### src/rtl/uart_rx_if.sv
// Signal bundle between the UART receiver (master) and the consumer/line side (slave).
interface uart_rx_if #(
    parameter int DATA_WIDTH = 8
);
    logic                  RX_IN;
    logic                  PAR_EN;
    logic                  PAR_TYP;
    logic [DATA_WIDTH-1:0] P_DATA;
    logic                  DATA_VALID;
    logic                  PAR_ERR;
    logic                  STP_ERR;
    logic                  Busy;

    modport master (
        input  RX_IN, PAR_EN, PAR_TYP,
        output P_DATA, DATA_VALID, PAR_ERR, STP_ERR, Busy
    );

    modport slave (
        output RX_IN, PAR_EN, PAR_TYP,
        input  P_DATA, DATA_VALID, PAR_ERR, STP_ERR, Busy
    );
endinterface

### src/rtl/uart_rx.sv
// UART receiver: 2-flop line synchroniser, OVERSAMPLE clocks per bit with a 3-sample
// majority vote mid-bit, optional even/odd parity, one stop bit, one-cycle result pulses.
module uart_rx #(
    parameter int OVERSAMPLE = 8,
    parameter int DATA_WIDTH = 8
) (
    input  logic      CLK,
    input  logic      RST,
    uart_rx_if.master bus
);
    localparam int CNT_W = $clog2(OVERSAMPLE);
    localparam int BIT_W = (DATA_WIDTH > 1) ? $clog2(DATA_WIDTH) : 1;
    localparam int M     = OVERSAMPLE / 2;

    localparam logic [CNT_W-1:0] SMP_0    = CNT_W'(M - 1);
    localparam logic [CNT_W-1:0] SMP_1    = CNT_W'(M);
    localparam logic [CNT_W-1:0] SMP_2    = CNT_W'(M + 1);
    localparam logic [CNT_W-1:0] VOTE_AT  = CNT_W'(M + 2);
    localparam logic [CNT_W-1:0] BIT_END  = CNT_W'(OVERSAMPLE - 1);
    localparam logic [BIT_W-1:0] LAST_BIT = BIT_W'(DATA_WIDTH - 1);

    localparam logic [2:0] IDLE   = 3'd0;
    localparam logic [2:0] START  = 3'd1;
    localparam logic [2:0] DATA   = 3'd2;
    localparam logic [2:0] PARITY = 3'd3;
    localparam logic [2:0] STOP   = 3'd4;

    function automatic logic maj3(input logic [2:0] s);
        return (s[0] & s[1]) | (s[0] & s[2]) | (s[1] & s[2]);
    endfunction

    function automatic logic exp_parity(input logic [DATA_WIDTH-1:0] d, input logic odd);
        return (^d) ^ odd;
    endfunction

    logic                  rx_meta_p0;
    logic                  rx_s;
    logic [2:0]            smp_p1;
    logic                  vote;
    logic [2:0]            state;
    logic [CNT_W-1:0]      edge_cnt;
    logic [BIT_W-1:0]      bit_cnt;
    logic                  par_en_l;
    logic                  par_typ_l;
    logic                  par_bad;
    logic [DATA_WIDTH-1:0] shreg;
    logic [DATA_WIDTH-1:0] p_data_q;
    logic                  dv_q;
    logic                  perr_q;
    logic                  serr_q;

    // Stage p0: bring the asynchronous line into the CLK domain
    always_ff @(posedge CLK or posedge RST) begin
        if (RST) begin
            rx_meta_p0 <= 1'b1;
            rx_s       <= 1'b1;
        end else begin
            rx_meta_p0 <= bus.RX_IN;
            rx_s       <= rx_meta_p0;
        end
    end

    // Stage p1: capture the three mid-bit samples; the vote is stable from VOTE_AT
    always_ff @(posedge CLK) begin
        if (state != IDLE) begin
            if (edge_cnt == SMP_0) smp_p1[0] <= rx_s;
            if (edge_cnt == SMP_1) smp_p1[1] <= rx_s;
            if (edge_cnt == SMP_2) smp_p1[2] <= rx_s;
        end
    end

    assign vote = maj3(smp_p1);

    always_ff @(posedge CLK) begin
        if (state == DATA && edge_cnt == VOTE_AT) begin
            shreg <= {vote, shreg[DATA_WIDTH-1:1]};
        end
    end

    // Stage p2: frame sequencing and registered result pulses
    always_ff @(posedge CLK or posedge RST) begin
        if (RST) begin
            state     <= IDLE;
            edge_cnt  <= '0;
            bit_cnt   <= '0;
            par_en_l  <= 1'b0;
            par_typ_l <= 1'b0;
            par_bad   <= 1'b0;
            p_data_q  <= '0;
            dv_q      <= 1'b0;
            perr_q    <= 1'b0;
            serr_q    <= 1'b0;
        end else begin
            dv_q   <= 1'b0;
            perr_q <= 1'b0;
            serr_q <= 1'b0;

            // The IDLE cycle that first sees the line low is sample 0 of the start bit
            if (state == IDLE) begin
                edge_cnt <= rx_s ? '0 : CNT_W'(1);
            end else if (edge_cnt == BIT_END) begin
                edge_cnt <= '0;
            end else begin
                edge_cnt <= edge_cnt + CNT_W'(1);
            end

            case (state)
                IDLE: begin
                    if (!rx_s) begin
                        state     <= START;
                        bit_cnt   <= '0;
                        par_bad   <= 1'b0;
                        par_en_l  <= bus.PAR_EN;
                        par_typ_l <= bus.PAR_TYP;
                    end
                end
                START: begin
                    if (edge_cnt == VOTE_AT && vote) begin
                        state    <= IDLE;
                        edge_cnt <= '0;
                    end else if (edge_cnt == BIT_END) begin
                        state <= DATA;
                    end
                end
                DATA: begin
                    if (edge_cnt == BIT_END) begin
                        if (bit_cnt == LAST_BIT) begin
                            bit_cnt <= '0;
                            state   <= par_en_l ? PARITY : STOP;
                        end else begin
                            bit_cnt <= bit_cnt + BIT_W'(1);
                        end
                    end
                end
                PARITY: begin
                    if (edge_cnt == VOTE_AT) par_bad <= (vote != exp_parity(shreg, par_typ_l));
                    if (edge_cnt == BIT_END) state <= STOP;
                end
                STOP: begin
                    // Leave at the vote point so a back-to-back start bit is not missed
                    if (edge_cnt == VOTE_AT) begin
                        state    <= IDLE;
                        edge_cnt <= '0;
                        dv_q     <= vote & ~par_bad;
                        perr_q   <= par_bad;
                        serr_q   <= ~vote;
                        if (vote && !par_bad) p_data_q <= shreg;
                    end
                end
                default: begin
                    state    <= IDLE;
                    edge_cnt <= '0;
                end
            endcase
        end
    end

    assign bus.P_DATA     = p_data_q;
    assign bus.DATA_VALID = dv_q;
    assign bus.PAR_ERR    = perr_q;
    assign bus.STP_ERR    = serr_q;
    assign bus.Busy       = (state != IDLE);
endmodule

### src/flat_wrapper.sv
// flat-port wrapper written by rule: the top's interface ports become plain ports
module uart_rx_flat 
#(
    parameter int OVERSAMPLE = 8,
    parameter int DATA_WIDTH = 8
)
  (CLK, RST, bus_RX_IN, bus_PAR_EN, bus_PAR_TYP, bus_P_DATA, bus_DATA_VALID, bus_PAR_ERR, bus_STP_ERR, bus_Busy);
  uart_rx_if #(.DATA_WIDTH(DATA_WIDTH)) bus_i ();
  input  logic CLK;
  input  logic RST;
  input wire logic [$bits(bus_i.RX_IN)-1:0] bus_RX_IN;
  input wire logic [$bits(bus_i.PAR_EN)-1:0] bus_PAR_EN;
  input wire logic [$bits(bus_i.PAR_TYP)-1:0] bus_PAR_TYP;
  output wire logic [$bits(bus_i.P_DATA)-1:0] bus_P_DATA;
  output wire logic [$bits(bus_i.DATA_VALID)-1:0] bus_DATA_VALID;
  output wire logic [$bits(bus_i.PAR_ERR)-1:0] bus_PAR_ERR;
  output wire logic [$bits(bus_i.STP_ERR)-1:0] bus_STP_ERR;
  output wire logic [$bits(bus_i.Busy)-1:0] bus_Busy;
  assign bus_i.RX_IN = bus_RX_IN;
  assign bus_i.PAR_EN = bus_PAR_EN;
  assign bus_i.PAR_TYP = bus_PAR_TYP;
  assign bus_P_DATA = bus_i.P_DATA;
  assign bus_DATA_VALID = bus_i.DATA_VALID;
  assign bus_PAR_ERR = bus_i.PAR_ERR;
  assign bus_STP_ERR = bus_i.STP_ERR;
  assign bus_Busy = bus_i.Busy;
  uart_rx #(.OVERSAMPLE(OVERSAMPLE), .DATA_WIDTH(DATA_WIDTH)) u_core (.CLK(CLK), .RST(RST), .bus(bus_i));
endmodule
### config.mk
export PLATFORM = sky130hd
export DESIGN_NAME = uart_rx_flat
export DESIGN_NICKNAME = d
export VERILOG_FILES = /design/src/rtl/uart_rx_if.sv /design/src/rtl/uart_rx.sv /design/src/flat_wrapper.sv
export SDC_FILE = /design/constraint.sdc
export NUM_CORES = 1
export LEC_CHECK = 0
export CAP_MARGIN = 40
export CORE_ASPECT_RATIO = 0.75
export CORE_MARGIN = 8
export CORE_UTILIZATION = 55
export DETAILED_ROUTE_END_ITERATION = 7
export GPL_TIMING_DRIVEN = 0
export PLACE_DENSITY = 0.9
export SETUP_SLACK_MARGIN = 0.1
export SLEW_MARGIN = 0
export SYNTH_ARGS = -nofsm -noshare
export SYNTH_HDL_FRONTEND = slang
export SYNTH_SLANG_ARGS = --single-unit
### constraint.sdc
create_clock -name CLK -period 2.65 [get_ports CLK]
set_clock_uncertainty 0.2 [all_clocks]
set_input_delay 0.265 -clock CLK [delete_from_list [all_inputs] [get_ports CLK]]
set_output_delay 0.265 -clock CLK [all_outputs]
set_load 0.05 [all_outputs]
==> run summary <==
endpoints failing setup: 0
Iter 0 DRT Violations: 45
R2R Path End: u_core.bus.P_DATA[3]
Clock transition at path regs: 0.07 ns
Finished Cell Area: 1970 µm²
static leakage: 0.880 nW
Antenna diodes: 0
CTS Root Cell: clkbuf_8
Top delay family on crit path: simple AND/OR/NAND/NOR gates
RSZ-0062 raised after global routing: false
layout cells sized above 1: 16.8%
Die Ht: 63.2 µm
ys async rst share: 69.4%
Relative slew margins: 57.7%
Total GRT Usage: 12.8%
post-CTS setup buffers: 0
CORE AREA: 2890 µm²
initial core utilization: 56.4%
share of Yosys cell area claimed by the top area cell type: 35.3%
Worst Hold Class: in -> async
global-route wire length before repair: 5090 µm
Synth Area in Adders: 6.75%
synth unique cells: 36
Fin Hold WS: 0.0656 ns
# DRC: 0
Reg-to-Reg Start: u_core.edge_cnt[0]
Boundary Pins: 17
placer congestion estimate: 0.832
Power Density: 768 nW/µm²
final core occ: 67.9%
# port buffers: 16
Max Freq: 432 MHz
die area: 4980 µm²
Max-Cap Viols: 0
Worst-Skew Late Latency: 0.29 ns
result of the run: finished clean
flip-flop and latch area: 958 µm²
maximum VDD drop: 0.501 mV
CTS H-Tree Depth: 2
WP data arrival: 2.29 ns
Post-Route WL: 2900 µm
Post-Synth XOR/XNOR Area: 5.14%
vias: 1036
Avg Cell Area, Syn: 13.3 µm²
Final min period: 2.31 ns
placed inst area: 1870 µm²
crit-path cells: inv_1, ha_1, and2_0, nand2_1, or3_1, buf_6, mux2_4
final hold violation count: 0
most frequent cell after synthesis: dfrtp_1
Fillers: 217
Syn Std Cell Area: 1630 µm²
Critical Path Source Type: flip-flop
CP Max Fanout: 9
Area growth syn-to-layout: 20.6%
Final Cycle Share: 87.3%
Seq/Total Area, Yosys: 58.8%
WS Path Type: reg -> reg
CTS tree: built
Final TNS setup: 0 ns
Slew Viols, Final: 0
Yosys reg bits: 36
post-route ant nets: 0
DRT Pass-1 Iters: 4
pin count of the biggest net entering global routing: 19
Synth area leader: dfrtp_1
Worst Reg-to-Reg Cells: 7
final net count: 161
Post-Synth Simple-Gate Area: 9.36%
Post-synth EDFFs: 11
total power: 1.51 mW
Worst R2R Setup Slack: 0.34 ns
Die W: 78.9 µm
portion of netlist area occupied by mux cells: 8.75%
clock sink total: 36
WP data required: 2.62 ns
via density per instance: 5.54
Clock Tree Buf Depth: 2
WP buf/inv: 2
YS warnings: 0
synthesized net count: 136
Main synth FF type: dfrtp_1
Syn Inst Count: 123
Worst Tran Pin Value: 0.630 ns
post-detail-place hpwl: 2200 µm
GRT overflow: 0
Worst path slowest cell: dfrtp_1
number of global-route vias before repair: 1044
top cells by count, synth: 23 x dfrtp_1, 11 x edfxtp_1, 10 x inv_1
routed len/inst: 15.5 µm
Site Rows: 17
synth top area cells: dfrtp_1 35%, edfxtp_1 20%, mux2_4 7.4%
area of the multi-input gates: 612 µm²
Compound-Gate Fraction of Synth Area: 7.52%
max incr delay on CP: 0.41 ns
CTS hold repair buffers: 0
CTS buffer count: 5
CP Capture Type: flip-flop
antenna violations before repair: 0
main combinational cell family by area after synthesis: simple AND/OR/NAND/NOR gates
## worst max-delay path by stage
stage	slack [ns]	to	startpoint	depth (start not counted)
floorplan	0.59	u_core.bus.P_DATA[0]	u_core.edge_cnt[0]	7
global placement	0.40	u_core.shreg[3]	u_core.state[1]	3
detailed placement	0.34	u_core.bus.P_DATA[3]	u_core.edge_cnt[0]	7
CTS	0.21	bus_Busy	u_core.state[2]	3
global route	0.21	u_core.shreg[3]	u_core.state[1]	4
finish	0.34	u_core.bus.P_DATA[3]	u_core.edge_cnt[0]	7
## report_power, final
group | switching (mW) | internal, mW | total (mW)
logic | 0.238 | 0.169 | 0.407
clock network | 0.186 | 0.207 | 0.393
registers | 0.0575 | 0.652 | 0.710
total | 0.482 | 1.03 | 1.51
## worst reg2reg max path, stage by stage (launching register included)
cell and delay (ns):
dfrtp_1 0.41, inv_1 0.11, ha_1 0.17, and2_0 0.29, nand2_1 0.16, or3_1 0.39, buf_6 0.17, mux2_4 0.31
## per-stage QoR
stage / setup slack [ns] / std cells
CTS: 0.207 / 187
floorplan: 0.587 / 123
detailed placement: 0.340 / 179
global route: 0.215 / 187
global placement: 0.399 / 177
finish: 0.336 / 187
## registers in the layout, indices dropped and copies added (netlist names), 3 cells and up
signal	flops
u_core.bus.P_DATA	8
u_core.shreg	8
u_core.bit_cnt	3
u_core.edge_cnt	3
u_core.smp_p1	3
u_core.state	3
## cells in the final DEF (no fill, tap or decap), drive strengths merged, types with 3 or more instances in the layout
cell type,netlist,final
inv,10,10
buf,1,3
o21ai,4,4
clkbuf,3,9
ha,8,8
xor2,3,3
a31oi,5,5
mux2,10,10
dfrtp,23,23
clkdlybuf4s50,0,15
edfxtp,11,11
xnor2,4,4
nor3,6,6
nor2,7,7
## per-layer routing
metal	wire length, µm	track usage, %	vias up
met4	27	3.46	0
met2	1420	20.2	31
li1	-	-	489
met5	0	0	-
met1	1220	15.1	512
met3	228	6.37	4
## cells by family after synthesis
| group | count (synthesis) |
|---|---|
| flip-flops | 36 |
| adder cells (fa/ha/maj) | 9 |
| buffers and inverters | 14 |
| AO/OA/AOI/OAI | 18 |
| multiplexers | 10 |
| XOR/XNOR | 8 |
| AND/OR/NAND/NOR | 28 |
## layout make-up
class,count,share of cell area [%]
timing repair buffer,18,9.93
sequential,36,48.8
clock buffer,6,4.20
clock inverter,2,0.509
buffer,4,1.15
inverter,10,1.91
tap,38,2.42
multi-input combinational,73,31.1
## what timing repair did
| action | in CTS | in global routing |
|---|---|---|
| endpoints found under the setup margin | 0 | 1 |
| hold endpoints to repair | 0 | 0 |
| gates resized for setup | 0 | 1 |
No activity file was read; power rests on OpenSTA's default activity.
